`config.mk`:
```
export PLATFORM = sky130hd
export DESIGN_NAME = gray_updown_counter
export DESIGN_NICKNAME = d
export VERILOG_FILES = /design/src/rtl/gray_updown_counter.sv
export SDC_FILE = /design/constraint.sdc
export NUM_CORES = 1
export LEC_CHECK = 0
export BUFFER_PORTS_ARGS = -buffer_cell sky130_fd_sc_hd__buf_2
export CORE_MARGIN = 2
export CORE_UTILIZATION = 30
export DETAILED_ROUTE_END_ITERATION = 16
export PLACE_DENSITY = 0.56
export RECOVER_POWER = 50
export SKIP_CTS_REPAIR_TIMING = 1
export SLEW_MARGIN = 20
export SYNTH_ARGS = -nofsm -noshare
export SYNTH_HDL_FRONTEND = slang
export SYNTH_SLANG_ARGS = --single-unit
```
`constraint.sdc`:
```
create_clock -name Clk -period 2.85 [get_ports Clk]
set_clock_uncertainty 0.05 [all_clocks]
set_input_delay 0.285 -clock Clk [delete_from_list [all_inputs] [get_ports Clk]]
set_output_delay 0.285 -clock Clk [all_outputs]
set_load 0.1 [all_outputs]
```
`src/rtl/gray_updown_counter.sv`:
```
// Gray-coded up/down counter with load, saturate/wrap limit mode and a
// one-cycle wrap pulse. The Gray code is the stored state, so GrayOut comes
// straight from a flop. BinOut, AtMax and AtMin are decoded from that flop.
module gray_updown_counter #(
   parameter int WIDTH = 5
) (
   input  logic             Clk,
   input  logic             Rst,
   input  logic             En,
   input  logic             Up,
   input  logic             Sat,
   input  logic             Load,
   input  logic [WIDTH-1:0] LoadGray,
   output logic [WIDTH-1:0] GrayOut,
   output logic [WIDTH-1:0] BinOut,
   output logic             Wrap,
   output logic             AtMax,
   output logic             AtMin
);

   localparam logic [WIDTH-1:0] MAX_BIN = '1;
   localparam logic [WIDTH-1:0] MIN_BIN = '0;
   localparam logic [WIDTH-1:0] ONE_BIN = WIDTH'(1);

   logic [WIDTH-1:0] gray_q;
   logic [WIDTH-1:0] gray_d;
   logic             wrap_q;
   logic             wrap_d;
   logic [WIDTH-1:0] bin_cur;
   logic [WIDTH-1:0] bin_step;

   // Gray-to-binary decode of the stored state, MSB first.
   always_comb begin
      bin_cur = '0;
      bin_cur[WIDTH-1] = gray_q[WIDTH-1];
      for (int i = WIDTH - 2; i >= 0; i--) begin
         bin_cur[i] = bin_cur[i+1] ^ gray_q[i];
      end
   end

   // Pick the next state. Load wins over En and never raises Wrap. A counting
   // step runs in binary and is re-encoded to Gray, so it flips exactly one bit.
   always_comb begin
      gray_d   = gray_q;
      wrap_d   = 1'b0;
      bin_step = bin_cur;
      if (Load) begin
         gray_d = LoadGray;
      end else if (En) begin
         if (Up) begin
            if (bin_cur == MAX_BIN) begin
               if (!Sat) begin
                  bin_step = MIN_BIN;
                  wrap_d   = 1'b1;
               end
            end else begin
               bin_step = bin_cur + ONE_BIN;
            end
         end else begin
            if (bin_cur == MIN_BIN) begin
               if (!Sat) begin
                  bin_step = MAX_BIN;
                  wrap_d   = 1'b1;
               end
            end else begin
               bin_step = bin_cur - ONE_BIN;
            end
         end
         gray_d = bin_step ^ (bin_step >> 1);
      end
   end

   // State register. Reset overrides load and count, and clears a pending wrap pulse.
   always_ff @(posedge Clk) begin
      if (Rst) begin
         gray_q <= '0;
         wrap_q <= 1'b0;
      end else begin
         gray_q <= gray_d;
         wrap_q <= wrap_d;
      end
   end

   // Output decodes depend only on the register, never on the inputs.
   always_comb begin
      GrayOut = gray_q;
      BinOut  = bin_cur;
      Wrap    = wrap_q;
      AtMax   = (bin_cur == MAX_BIN);
      AtMin   = (bin_cur == MIN_BIN);
   end

endmodule

```
==> flow_summary.toml, run 1 <==
[yosys]
syn_nets = 107
synth-seq-cells = 6
synth_cell_types = 40
yosysSeqAreaShare = 0.169
syn-cell-area_sq_um = 709
synth_cells = 90
synth_warnings = 0
syn_area_per_cell_sq_um = 7.88

[timing]
fmax_mhz = 328
hold_violations = 0
worst_pin_slew_ps = 1160
period_share = 1.07
finalSetupViolCount = 4
maxSlewHeadroom = 0.229
slew_violations = 0
tns_ps = -782
rsz0062_at_grt = "true"
setup_ws_ps = -203
fin_crit_ps = 3050

[final_layout]
diodes = 0
ff_latch_area_sq_um = 128
nFillCells = 237
multi_input_area_sq_um = 622
fin_area_sq_um = 1190
area_growth_pct = 67.2
final_layout_size_suffix_gt1_frac = 0.500
fin_nets = 152

[worst_setup_path]
path_delay_family = "adder cells"
end_kind = "flop"
critical_path_required_ps = 2950
path_class = "flop to flop"
cp.arrival_ps = 3150
crit_slowest_cell = "dfxtp_4"
start_kind = "flop"
cp_max_fo = 5
path_buf_inv = 3
path_common_cell = "ha_4"
critPathMaxStageDelay_ps = 360
path_cells = "xnor2_4 -> clkinvlp_4 -> ha_4 -> clkinvlp_4 -> ha_4 -> clkinvlp_4 -> ha_4 -> and2_4 -> ha_4 -> mux2_2 -> o211ai_1 -> o31ai_2 -> xnor2_1 -> o22ai_1"

[placed_design]
hpwl_microns = 1700
placed_area_sq_um = 1110
pre_cts_slack_ps = -237
port_buffers = 23
gp_congestion = 0.764

[routing]
post-route-drc-count = 0
first_pass_iters = 4
wl_per_cell_microns = 13.2
num_vias = 826
wl_microns = 2140
via_per_inst = 5.10
final_antenna_net_count = 0
drt_iter0_drc = 11

[hold_path]
min_path_type = "input pin to flop"

[job]
cap_violations = 0

[cts]
clock_path_buffers = 2
clock_latency_ps = 260
cts_inserted_buffers = 3
cts_tree = "built"
cts_root_buffer = "clkbuf_4"
h-tree-depth = 1
cts.sinks = 6
path_clk_slew_ps = 50

[outcome]
violations = "negative setup slack"
status = "complete, but fails checks"

[grt]
antenna_found_initial = 0
grt_max_degree = 13
grt_pass1_wl_microns = 3370
grt_usage = 0.166
grt_pass1_vias = 747
grt.overflow.total = 0

[die]
initial_core_util = 0.318
dieArea_sq_um = 2770
rows = 17
die_h_microns = 52.6
ioPinCount = 24
fp.coreArea_sq_um = 2230
die_w_microns = 52.6
-- through the flow --
step	util	hold WS, ps	std cells
detailed placement	0.495	482	154
finish	0.531	203	162
global placement	0.495	466	154
global route	0.531	227	162
floorplan	-	327	90
CTS	0.507	209	158
-- synthesized netlist by cell type --
cell / count / area (sq um)
a21oi_1: 9 / 45.0
inv_1: 9 / 33.8
nor3_1: 7 / 35.0
dfxtp_1: 6 / 120
ha_1: 6 / 75.1
clkbuf_1: 3 / 11.3
mux2i_1: 3 / 30.0
nand3b_1: 3 / 22.5
nor2_1: 3 / 11.3
o21ai_0: 3 / 15.0
xnor2_1: 3 / 26.3
buf_4: 2 / 15.0
nand2_1: 2 / 7.51
nand2b_1: 2 / 12.5
nor2b_1: 2 / 12.5
o22ai_1: 2 / 12.5
o31ai_1: 2 / 15.0
a211o_1: 1 / 8.76
a211oi_2: 1 / 12.5
a21boi_0: 1 / 7.51
a22oi_1: 1 / 7.51
and2_1: 1 / 6.26
and2_2: 1 / 7.51
and3_1: 1 / 6.26
and4bb_1: 1 / 12.5
buf_6: 1 / 11.3
mux2_2: 1 / 11.3
mux4_2: 1 / 22.5
nand3_1: 1 / 5.00
nand4b_1: 1 / 8.76
nand4bb_1: 1 / 11.3
nor3b_1: 1 / 7.51
o211ai_1: 1 / 7.51
o21a_1: 1 / 7.51
o221ai_1: 1 / 8.76
o2bb2ai_1: 1 / 8.76
o32ai_1: 1 / 8.76
or2_0: 1 / 6.26
or3_1: 1 / 6.26
or3b_2: 1 / 8.76
-- registers in the layout, summed over array words and instances, names as in the netlist --
register and cells:
GrayOut 5, Wrap 1
-- placed cells by master, fill, tap and decap left out, drive strengths merged --
master,count
nor2,3
mux4,1
buf,41
o221ai,1
xnor2,3
or3,1
o2bb2ai,1
o22ai,2
or2,1
a21oi,9
or3b,1
a22oi,1
nand4b,1
and3,1
nand3b,3
clkinvlp,4
o211ai,1
o32ai,1
mux2i,3
a21boi,1
clkbuf,9
o21a,1
nor3b,1
ha,6
inv,5
nor2b,2
a211o,1
nand4bb,1
mux2,1
o21ai,3
nand3,1
and2,2
o31ai,2
nand2,2
nor3,7
and4bb,1
dfxtp,6
a211oi,1
nand2b,2
-- metal layers --
layer / global-route usage / vias up / wire, microns
met5: 0 / - / 0
met3: 0.0257 / 3 / 56
li1: - / 414 / -
met2: 0.279 / 15 / 1070
met1: 0.209 / 394 / 987
met4: 0.0641 / 0 / 26
-- tightest hold or removal path, cell delays in order --
cell and delay (ps):
buf_2 70, nand3b_1 70, o31ai_1 60
-- final timing paths --
kind                      startpoint  slack (ps)  depth (start not counted)                 endpoint
max          GrayOut[3]$_SDFFE_PP0P_        -200                         14  GrayOut[0]$_SDFFE_PP0P_
min reg2reg  GrayOut[3]$_SDFFE_PP0P_         670                          3  GrayOut[3]$_SDFFE_PP0P_
min                      LoadGray[4]         200                          3  GrayOut[4]$_SDFFE_PP0P_
max reg2reg  GrayOut[3]$_SDFFE_PP0P_        -200                         14  GrayOut[0]$_SDFFE_PP0P_
-- area by class of cell --
cell class,count,share of cell area
Clock buffer,4,0.0222
Tap cell,28,0.0295
Timing Repair Buffer,46,0.275
Multi-Input combinational cell,69,0.524
Inverter,9,0.0411
Sequential cell,6,0.108
-- cell families (layout without fill, tap and decap cells) --
group / after synthesis / after routing / synth area share
fa+ha+maj: 6 / 6 / 0.106
simple gates: 30 / 30 / 0.265
xor+xnor: 3 / 3 / 0.0370
mux: 5 / 5 / 0.0899
flops: 6 / 6 / 0.169
compound gates: 25 / 25 / 0.233
buf+inv: 15 / 59 / 0.101
Power of run 1 is not shown: default switching activity piles up to over one toggle a cycle in this logic, so the estimate is an artifact.
==> run 2: changes to the inputs <==
--- a/config.mk
+++ b/config.mk
@@ -9,7 +9,7 @@
 export CORE_MARGIN = 2
 export CORE_UTILIZATION = 30
 export DETAILED_ROUTE_END_ITERATION = 16
-export PLACE_DENSITY = 0.56
+export PLACE_DENSITY = 0.54
 export RECOVER_POWER = 50
 export SKIP_CTS_REPAIR_TIMING = 1
 export SLEW_MARGIN = 20
==> constraint.sdc (replaced) <==
create_clock -name Clk -period 3.65 [get_ports Clk]
set_clock_uncertainty 0.05 [all_clocks]
set_input_delay 0.365 -clock Clk [delete_from_list [all_inputs] [get_ports Clk]]
set_output_delay 0.365 -clock Clk [all_outputs]
set_load 0.1 [all_outputs]
==> run 2 against run 1 <==
The flow now finishes without violations. Global-route usage rose by 0.18 points. Utilization down 11 points. Critical path depth unchanged. Sequential share of layout area up 2.9 points. Flip-flop and latch count unchanged. Critical endpoint is now GrayOut[1]$_SDFFE_PP0P_.
==> flow_summary.toml, run 2 (same netlist as run 1, synthesis figures left out) <==
[die]
initial_core_util = 0.318
fp.coreArea_sq_um = 2230
die_w_microns = 52.6
ioPinCount = 24
dieArea_sq_um = 2770
rows = 17
die_h_microns = 52.6

[worst_setup_path]
path_cells = "xnor2_4 -> clkinvlp_4 -> ha_4 -> clkinvlp_4 -> ha_4 -> clkinvlp_4 -> ha_4 -> and2_4 -> ha_4 -> mux2_2 -> o211ai_1 -> o31ai_1 -> a21boi_0 -> o32ai_1"
critPathMaxStageDelay_ps = 400
critical_path_required_ps = 3750
cp.arrival_ps = 3360
end_kind = "flop"
cp_max_fo = 10
worst_setup_path_startpoint = "GrayOut[4]$_SDFFE_PP0P_"
start_kind = "flop"
r2r-start = "GrayOut[4]$_SDFFE_PP0P_"
path_common_cell = "ha_4"
path_class = "flop to flop"
crit_slowest_cell = "dfxtp_4"

[timing]
rsz0062_at_grt = "false"
finalSetupViolCount = 0
maxSlewHeadroom = 0.217
hold_violations = 0
hold_ws_ps = 289
slew_violations = 0
fin_crit_ps = 3260
worst_pin_slew_ps = 1180
fmax_mhz = 307
period_share = 0.893

[placed_design]
hpwl_microns = 1610
port_buffers = 23
gp_congestion = 0.888
placed_area_sq_um = 918

[grt]
grt.overflow.total = 0
antenna_found_initial = 0
grt_max_degree = 13
grt_usage = 0.167
grt_pass1_wl_microns = 3340
grt_pass1_vias = 713

[final_layout]
fin_area_sq_um = 933
final_common_cell = "buf_2"
largest_register_ffs = 5
fin_nets = 129
final_layout_size_suffix_gt1_frac = 0.315
diodes = 0
area_growth_pct = 31.6
layout_common_cells = "buf_2, clkbuf_1, a21oi_1"
fin_util = 0.418

[cts]
cts_tree = "built"
cts.sinks = 6
cts_root_buffer = "clkbuf_4"
h-tree-depth = 1
clock_path_buffers = 2
clock_latency_ps = 250
cts_inserted_buffers = 3
path_clk_slew_ps = 50

[outcome]
status = "completed"

[routing]
drt_iter0_drc = 13
final_antenna_net_count = 0
wl_per_cell_microns = 14.4
num_vias = 733
via_per_inst = 5.27
post-route-drc-count = 0
wl_microns = 2000
first_pass_iters = 4

[hold_path]
min_path_type = "input pin to flop"
min-delay-start = "LoadGray[4]"

[job]
cap_violations = 0
run 2: final cells by class:
| cell class | count | area (sq um) |
|---|---|---|
| Fill cell | 253 | 1300 |
| Multi-Input combinational cell | 69 | 592 |
| Sequential cell | 6 | 128 |
| Timing Repair Buffer | 23 | 104 |
| Inverter | 9 | 48.8 |
| Tap cell | 28 | 35.0 |
| Clock buffer | 4 | 26.3 |
run 2: path summary, 6_finish.rpt:
check	slack [ps]	to	cells past startpoint
setup / recovery	390	GrayOut[1]$_SDFFE_PP0P_	14
hold / removal	290	GrayOut[4]$_SDFFE_PP0P_	3
setup reg to reg	390	GrayOut[1]$_SDFFE_PP0P_	14
hold reg to reg	630	GrayOut[4]$_SDFFE_PP0P_	2
run 2: per-layer routing:
metal | global-route usage | vias up | part of all wire
met5 | 0 | - | 0
met3 | 0.0286 | 2 | 0.037
met2 | 0.279 | 17 | 0.48
met1 | 0.212 | 338 | 0.48
li1 | - | 376 | -
met4 | 0.0641 | 0 | 0.0070
run 2: worst max-delay path, delay by kind of cell, from the launching register on:
kind,cells,cell delay (ps)
compound gates,4,710
xor+xnor,1,230
mux,1,270
flops,1,400
fa+ha+maj,4,970
buf+inv,3,380
simple gates,1,140
run 2: metrics by stage:
| step | setup TNS, ps | setup slack, ps | cells |
|---|---|---|---|
| after floorplan | -8250 | -1350 | 90 |
| after global placement | 0 | 424 | 135 |
| after detailed placement | 0 | 395 | 135 |
| after CTS | 0 | 372 | 139 |
| after global routing | 0 | 209 | 139 |
| final | 0 | 391 | 139 |
Power of run 2 is left out for the same reason.
